### src/rtl/block_checker_pkg.sv
// rtl/block_checker_pkg.sv - shared encodings and keyword tables for the nesting checker
// Keyword text is stored left-justified in 64-bit words so any character index is in range.
package block_checker_pkg;

  typedef enum logic [2:0] {
    KW_NONE    = 3'd0,
    KW_BEGIN   = 3'd1,
    KW_END     = 3'd2,
    KW_CASE    = 3'd3,
    KW_ENDCASE = 3'd4
  } kw_id_e;

  typedef enum logic [1:0] {
    ERR_NONE      = 2'b00,
    ERR_UNDERFLOW = 2'b01,
    ERR_MISMATCH  = 2'b10,
    ERR_OVERFLOW  = 2'b11
  } err_code_e;

  localparam logic TYPE_BEGIN = 1'b0;
  localparam logic TYPE_CASE  = 1'b1;

  localparam logic [7:0] CHAR_SPACE = 8'h20;
  localparam logic [3:0] WORD_LEN_MAX = 4'd8;

  localparam logic [63:0] STR_BEGIN   = {"begin", 24'h0};
  localparam logic [63:0] STR_END     = {"end", 40'h0};
  localparam logic [63:0] STR_CASE    = {"case", 32'h0};
  localparam logic [63:0] STR_ENDCASE = {"endcase", 8'h0};

  typedef struct packed {
    logic      err;
    err_code_e code;
    logic      push;
    logic      pop;
    logic      push_type;
  } action_t;

  function automatic logic [3:0] kw_len(kw_id_e kw);
    case (kw)
      KW_BEGIN:   return 4'd5;
      KW_END:     return 4'd3;
      KW_CASE:    return 4'd4;
      KW_ENDCASE: return 4'd7;
      default:    return 4'd0;
    endcase
  endfunction

  function automatic logic [7:0] kw_char(kw_id_e kw, logic [2:0] idx);
    logic [63:0] s;
    case (kw)
      KW_BEGIN:   s = STR_BEGIN;
      KW_END:     s = STR_END;
      KW_CASE:    s = STR_CASE;
      KW_ENDCASE: s = STR_ENDCASE;
      default:    s = '0;
    endcase
    s = s << {idx, 3'b000};
    return s[63:56];
  endfunction

  function automatic logic [7:0] fold_char(logic [7:0] c);
    return (c >= 8'h41 && c <= 8'h5A) ? (c | 8'h20) : c;
  endfunction

endpackage

### src/rtl/block_word_matcher.sv
// rtl/block_word_matcher.sv - space-delimited word tracker that recognises the nesting keywords
// Keeps a saturating length and one "still matching" flag per keyword slot.
module block_word_matcher
  import block_checker_pkg::*;
#(
  parameter bit ENABLE_CASE = 1'b1
) (
  input  logic       clk,
  input  logic       reset,
  input  logic       in_valid,
  input  logic [7:0] in,
  output kw_id_e     pending_kw,
  output logic       word_nonempty,
  output logic       commit
);

  logic [3:0] len_q, len_d;
  logic [3:0] match_q, match_d;
  logic [7:0] ch;

  always_comb begin
    ch      = fold_char(in);
    len_d   = len_q;
    match_d = match_q;
    if (in_valid) begin
      if (in == CHAR_SPACE) begin
        len_d   = '0;
        match_d = '1;
      end else begin
        len_d = (len_q == WORD_LEN_MAX) ? len_q : len_q + 4'd1;
        for (int k = 0; k < 4; k++) begin
          match_d[k] = match_q[k]
                     && (len_q < kw_len(kw_id_e'(3'(k + 1))))
                     && (ch == kw_char(kw_id_e'(3'(k + 1)), len_q[2:0]));
        end
      end
    end
  end

  always_ff @(posedge clk) begin
    if (reset) begin
      len_q   <= '0;
      match_q <= '1;
    end else begin
      len_q   <= len_d;
      match_q <= match_d;
    end
  end

  // Keyword lengths are all distinct, so at most one slot can hit.
  always_comb begin
    pending_kw = KW_NONE;
    for (int k = 0; k < 4; k++) begin
      if (match_q[k] && (len_q == kw_len(kw_id_e'(3'(k + 1))))
          && (ENABLE_CASE || k < 2)) begin
        pending_kw = kw_id_e'(3'(k + 1));
      end
    end
  end

  assign word_nonempty = (len_q != '0);
  assign commit        = in_valid && (in == CHAR_SPACE) && word_nonempty;

endmodule

### src/rtl/block_checker_nested.sv
// rtl/block_checker_nested.sv - begin/end and case/endcase nesting checker with sticky errors
// The same action decode drives both the commit and the combinational result lookahead.
module block_checker_nested
  import block_checker_pkg::*;
#(
  parameter int MAX_DEPTH   = 16,
  parameter int CNT_W       = 5,
  parameter bit ENABLE_CASE = 1'b1
) (
  input  logic             clk,
  input  logic             reset,
  input  logic             in_valid,
  input  logic [7:0]       in,
  output logic             result,
  output logic [CNT_W-1:0] depth,
  output logic             error,
  output logic [1:0]       err_code
);

  kw_id_e     pending_kw;
  logic       word_nonempty;
  logic       commit;

  logic [MAX_DEPTH-1:0] stack_q, stack_d;
  logic [CNT_W-1:0]     depth_q, depth_d;
  logic                 error_q, error_d;
  err_code_e            code_q, code_d;
  logic                 top_type;
  action_t              act;

  block_word_matcher #(
    .ENABLE_CASE(ENABLE_CASE)
  ) u_matcher (
    .clk          (clk),
    .reset        (reset),
    .in_valid     (in_valid),
    .in           (in),
    .pending_kw   (pending_kw),
    .word_nonempty(word_nonempty),
    .commit       (commit)
  );

  function automatic action_t decide(kw_id_e kw, logic [CNT_W-1:0] d, logic top);
    action_t a;
    logic    want;
    a    = '0;
    want = (kw == KW_ENDCASE) ? TYPE_CASE : TYPE_BEGIN;
    case (kw)
      KW_BEGIN, KW_CASE: begin
        if (d == CNT_W'(MAX_DEPTH)) begin
          a.err  = 1'b1;
          a.code = ERR_OVERFLOW;
        end else begin
          a.push      = 1'b1;
          a.push_type = (kw == KW_CASE) ? TYPE_CASE : TYPE_BEGIN;
        end
      end
      KW_END, KW_ENDCASE: begin
        if (d == '0) begin
          a.err  = 1'b1;
          a.code = ERR_UNDERFLOW;
        end else if (top != want) begin
          a.err  = 1'b1;
          a.code = ERR_MISMATCH;
        end else begin
          a.pop = 1'b1;
        end
      end
      default: ;
    endcase
    return a;
  endfunction

  always_comb begin
    top_type = TYPE_BEGIN;
    for (int i = 0; i < MAX_DEPTH; i++) begin
      if (depth_q == CNT_W'(i + 1)) top_type = stack_q[i];
    end
  end

  assign act = decide(pending_kw, depth_q, top_type);

  always_comb begin
    stack_d = stack_q;
    depth_d = depth_q;
    error_d = error_q;
    code_d  = code_q;
    if (commit && !error_q) begin
      if (act.err) begin
        error_d = 1'b1;
        code_d  = act.code;
      end else if (act.push) begin
        for (int i = 0; i < MAX_DEPTH; i++) begin
          if (depth_q == CNT_W'(i)) stack_d[i] = act.push_type;
        end
        depth_d = depth_q + 1'b1;
      end else if (act.pop) begin
        depth_d = depth_q - 1'b1;
      end
    end
  end

  always_ff @(posedge clk) begin
    if (reset) begin
      stack_q <= '0;
      depth_q <= '0;
      error_q <= 1'b0;
      code_q  <= ERR_NONE;
    end else begin
      stack_q <= stack_d;
      depth_q <= depth_d;
      error_q <= error_d;
      code_q  <= code_d;
    end
  end

  // Lookahead: treat a non-empty pending word as committed; a push can never end at depth 0.
  always_comb begin
    result = 1'b0;
    if (!error_q) begin
      if (word_nonempty) begin
        result = !act.err && !act.push
               && (act.pop ? (depth_q == CNT_W'(1)) : (depth_q == '0));
      end else begin
        result = (depth_q == '0);
      end
    end
  end

  assign depth    = depth_q;
  assign error    = error_q;
  assign err_code = code_q;

endmodule

### config.mk
export PLATFORM = sky130hd
export DESIGN_NAME = block_checker_nested
export DESIGN_NICKNAME = d
export VERILOG_FILES = /design/src/rtl/block_checker_pkg.sv /design/src/rtl/block_word_matcher.sv /design/src/rtl/block_checker_nested.sv
export SDC_FILE = /design/constraint.sdc
export NUM_CORES = 1
export LEC_CHECK = 0
export CORE_MARGIN = 2
export CORE_UTILIZATION = 40
export CTS_CLUSTER_SIZE = 10
export DETAILED_ROUTE_END_ITERATION = 8
export SYNTH_ARGS = -nofsm -noshare
export SYNTH_HDL_FRONTEND = slang
export SYNTH_HIERARCHICAL = 1
export SYNTH_SLANG_ARGS = --single-unit
export TNS_END_PERCENT = 30
### constraint.sdc
create_clock -name clk -period 7.45 [get_ports clk]
set_input_delay 1.8625 -clock clk [delete_from_list [all_inputs] [get_ports clk]]
set_output_delay 1.8625 -clock clk [all_outputs]
set_load 0.05 [all_outputs]
After elaboration in Yosys (flattened, before gate mapping)
Cells that the tools add are included.

Bits of input ports: 11. Register bits after elaboration: 32. Word-level logic and storage cells: 170. Output and inout bits: 9.

Reductions and logical operators: 45. Add/subtract/negate cells: 3. Multiplexer cells: 58. Equality and inequality tests: 32. Shift operators: 4. Order comparisons: 6. Bitwise gates (word level): 1.

Operators with widths (count): $mux W64 (8); $shl A64 B6 Y64 (4); $reduce_and A4 Y1 (16); $mux W4 (11); $eq A5 B4 Y1 const B (8); $eq A8 B8 Y1 (4); $mux W1 (29); $eq A5 B3 Y1 const B (4); $logic_and A1 B1 Y1 (18); $lt A4 B4 Y1 (4); $eq A4 B3 Y1 const B (3); $mux W3 (4); $eq A5 B2 Y1 const B (2); $mux W5 (2); $eq A8 B6 Y1 const B (1); $ge A8 B7 Y1 const B (1); $le A8 B7 Y1 const B (1); $eq A3 B2 Y1 const B (2); $mux W6 (1); $pmux W3 S2 (1); $add A5 B1 Y5 const B (1); $eq A5 B1 Y1 const B (1); $eq A5 B5 Y1 const B (1); $logic_not A5 Y1 (1); other kinds (16) (21).

Logic depth before layout (Yosys ltp)
Word-level depth: 26. Depth in mapped cells: 13. Mapped depth without buffers: 11.

By module
The synthesis kept the hierarchy.

Modules (own cells, without submodules): block_checker_nested (seq. area each 480.5 um^2, area an instance 1651.6 um^2, cells an instance 211, times used 1); block_word_matcher (seq. area each 160.2 um^2, area an instance 1032.2 um^2, cells an instance 140, times used 1).

Least setup slack after synthesis
No wires, ideal clock.

Kind: register to output. From: register depth_q[0] (netlist: depth[0]). To: output result. Arrival: 3.465 ns. Stages on the path, launching flop included: 11. Buffers on the path: 1. Path slack: 2.122 ns. Data required time: 5.588 ns. Cells stage by stage: dfxtp_1 > inv_1 > ha_1 > buf_6 > nor2_1 > o211ai_1 > a2111oi_2 > o21ai_0 > a21oi_1 > nor2_1 > o31ai_1.

Word-level cells in the longest chain between the ends: 26. Elaborated cells between the ends (all ways): 50. Classes of those cells: eq/ne: 17; mux: 28; reduce/logical: 5.

RTL lines: start: declaration (RTL line block_checker_nested.sv:25) `logic [CNT_W-1:0] depth_q, depth_d;`; start signal: assignment (RTL line block_checker_nested.sv:111) `depth_q <= depth_d;`; $eq A5 B1 Y1 (RTL line block_checker_nested.sv:77, block_checker_nested.sv:123); $mux W1 (16 in series) (RTL line block_checker_nested.sv:77) `if (depth_q == CNT_W'(i + 1)) top_type = stack_q[i];`; $ne A1 B1 Y1 (RTL line block_checker_nested.sv:62) `end else if (top != want) begin`; $mux W3 (RTL line block_checker_nested.sv:62); $mux W3 (RTL line block_checker_nested.sv:59) `if (d == '0) begin`; $pmux W3 S2 (RTL line block_checker_nested.sv:48) `case (kw)`; $logic_not A1 Y1 (RTL line block_checker_nested.sv:122) `result = !act.err && !act.push`; $logic_and A1 B1 Y1 (RTL line block_checker_nested.sv:122); $logic_and A1 B1 Y1 (RTL line block_checker_nested.sv:123) `&& (act.pop ? (depth_q == CNT_W'(1)) : (depth_q == '0));`; $mux W1 (*) (RTL line block_checker_nested.sv:121) `if (word_nonempty) begin`; $mux W1 (*) (RTL line block_checker_nested.sv:120) `if (!error_q) begin`; end: declaration (RTL line block_checker_nested.sv:14) `output logic result,`.

Mark *: on every way between the ends. The rest lies on a longest branch, timed or not.

Worst setup path in the final report
Ends and elaborated chain as after synthesis.

==> results by group <==
Timing
  • RSZ-0062 raised after global routing: false
  • Setup TNS: 0 ns
  • Setup violators final: 0
  • Clock skew: between 0.009 and 0.01 ns
  • Period utilization: ~75%
  • Slew headroom: 33.2%
  • Hold Fails Final Rpt: 0
  • Max Clock Freq: roughly 180 MHz
  • Slew Limit Fails: 0
  • Final Critical Period: 5.60 ns
  • Worst-margin pin slew: approximately 1 ns

Die
  • Die Span X: about 86 um
  • Core area: around 6400 um2
  • Core Rows: 29
  • Die area: roughly 7400 um2
  • I/O pin count: 20
  • Initial Utilization: approximately two fifths
  • Die span in y: 85.9 um

Global routing
  • M1 GR Usage: 28.4%
  • Met3 Resource Use GR: between 2 and 3%
  • Antenna violations before repair: 0
  • GR Util met2: roughly 28%
  • Vias in the first global route: between 2k and 2.5k
  • Busiest metal layer after global routing: met1
  • Largest net degree at the start of global routing: 33
  • First-pass GRT wire length: ~11,000 um
  • Overall routing resource usage: 19.0%
  • Total grt overflow: 0

Routing
  • Via count: approximately 2.5k
  • WL/cell: between 15 and 20 um
  • Initial DRC count: 310
  • Pre-antenna DRT Iters: 5
  • Post-DRT Antenna Nets: 0
  • Total wire length: ~6700 um
  • Drt via density: 5.89
  • DRC Markers: 0

Power
  • Int Pwr: 317 uW
  • Gate power share: 14.3%
  • Worst vdd ir: about 0.066 mV
  • Sequential Power Share: between 40% and 50%
  • Switch share: roughly 25%
  • P per Cell Area: 143 nW/um2
  • Total power: approximately 420 uW
  • Clock share of power: roughly 44%
  • Psw: roughly 110 uW
  • Leakage: between 0.001 and 0.0015 uW

CTS
  • Num CTS Buffers: 5
  • Clock transition at the registers of the reported paths: approximately 0.08 ns
  • Worst skew pair latency: 0.29 ns
  • Post-CTS Setup Bufs: 0
  • Post-CTS Hold Buffers: 0
  • CTS tree: yes
  • H-tree levels: 2
  • Clk sinks: 32
  • CTS max path bufs: 2
  • Post-CTS sizing: 0
  • CTS root buf: clkbuf_8

Synth
  • Avg Cell Area, Syn: 7.65 um2
  • Main area contributors after synthesis: dfxtp_1 24%, ha_1 6.5%, nor2_1 6.4%
  • Post-synth EDFFs: 0
  • Seq/Total Area, Yosys: between 20% and 30%
  • Mapped Area: about 2700 um2
  • Distinct cells, synth: 67
  • Ys async rst share: 0%
  • Top cell type's share of synthesized area: a little under a quarter
  • Post-Syn Nets: about 380
  • Synth area leader: dfxtp_1
  • Post-Synthesis Cells: about 350
  • Yosys reg bits: 32
  • Yosys warns: 6
  • Prevailing post-synth register cell: dfxtp_1

Setup path
  • Critical Path RT: between 5 and 6 ns
  • R2R cell count: 11
  • FF-to-FF setup slack: 3.87 ns
  • Crit path max fanout: 12
  • RR Startpoint: u_matcher/len_q[0]
  • Arr. time, crit path: ~3.7 ns
  • CP Capture Type: primary output
  • CP startpoint kind: flop
  • Critical path class: flop to primary output
  • Endpoint of the worst register-to-register path: stack_q[1]

Place
  • Final GP Congestion: about 0.86
  • DP Area: around 2800 um2
  • IO buf count: 19
  • DP HPWL: between 4000 and 5000 um

Min path
  • Type of the worst min-delay path: flop to flop
  • Hold wc startpoint: err_code[0]
  • Worst hold endpoint: err_code[0]
  • Hold Crit Depth: 2

Final layout
  • Fillers: 639
  • Final instance area: around 3000 um2
  • Layout cells sized above 1: 5.65%
  • Antenna diodes: 0
  • Layout area overhead: 10.5%
  • Nets: 378

Job
  • Max-Cap Viols: 0

Status
  • Status: completed
## how the worst max path moves through the flow
stage,from,endpoint,cells past startpoint
CTS,depth[0],result,10
global route,depth[0],result,10
detailed placement,depth[0],result,10
floorplan,depth[0],result,10
global placement,u_matcher/len_q[0],result,9
finish,depth[0],result,10
## area by class of cell
type	count	area (um2)	share of cell area (%)
multi-input combinational	275	1830	61.8
inverter	19	71.3	2.40
sequential	32	641	21.6
clock buffer	7	96.3	3.25
clock inverter	1	30.0	1.01
tap	77	96.3	3.25
timing repair buffer	20	198	6.66
## synthesized netlist by cell type, drive strengths merged (4+ instances only)
master,count
nor3,15
a221oi,4
inv,18
o22ai,4
nand4,5
nand2,23
buf,13
nand3,8
a211oi,5
ha,14
clkbuf,12
a31oi,6
dfxtp,32
or4,5
nor2b,7
mux2i,17
nor2,46
o21ai,14
nand2b,14
nand3b,5
o31ai,4
nor4,4
or3,6
a21oi,19
xnor2,4
xor2,6
o2111ai,4
## cells in the final DEF (no fill, tap or decap), types with 7 or more instances in the layout
| master | n |
|---|---|
| inv_1 | 18 |
| nor2_1 | 46 |
| o21ai_0 | 13 |
| nor2b_1 | 7 |
| ha_1 | 14 |
| clkbuf_8 | 7 |
| mux2i_1 | 17 |
| nand2_1 | 23 |
| nand3_1 | 8 |
| nand2b_1 | 14 |
| dfxtp_1 | 32 |
| clkdlybuf4s50_1 | 19 |
| a21oi_1 | 19 |
| nor3_1 | 15 |
## metal layers
layer	part of all wire, %	vias up
met4	1.5	0
met2	42	79
li1	-	1269
met3	5.4	13
met5	0	-
met1	51	1179
## worst max-delay path, stage by stage, from the launching register on
cell and delay (ns):
dfxtp_1 0.37, inv_1 0.14, ha_1 0.42, nor2b_1 0.19, a221oi_1 0.11, a2111oi_2 0.57
o21ai_0 0.24, a21oi_1 0.20, nor2_1 0.06, o31ai_1 0.29, clkdlybuf4s50_1 0.86
## sequential cells by signal (all words and copies together) (netlist names)
register / flops
depth: 5
error: 1
u_matcher/len_q: 4
stack_q: 16
err_code: 2
u_matcher/match_q: 4
## power by group through the flow
stage	clock network (uW)	registers [uW]	logic (uW)
floorplan	0	180	45.8
global placement	0	182	59.8
finish	186	178	60.6
detailed placement	0	182	59.4
CTS	191	178	59.6
global route	197	178	67.0
## kinds of logic after synthesis
| family | count (synthesis) | synth area share (%) |
|---|---|---|
| xor+xnor | 10 | 3.26 |
| buf+inv | 44 | 7.79 |
| flops | 32 | 23.9 |
| simple gates | 151 | 30.2 |
| mux | 18 | 6.76 |
| compound gates | 82 | 21.6 |
| fa+ha+maj | 14 | 6.53 |
## stage by stage
step                      util (%)  hold slack, ns  worst slack (ns)  cells
after floorplan                  -           0.451              2.12    351
after global placement        44.2           0.458              2.25    423
after detailed placement      44.2           0.475              2.19    423
after CTS                     46.2           0.489              1.85    431
after global routing          46.2           0.509              1.60    431
final                         46.2           0.486              1.85    431
Note: power is estimated with default switching activity, not from simulation.
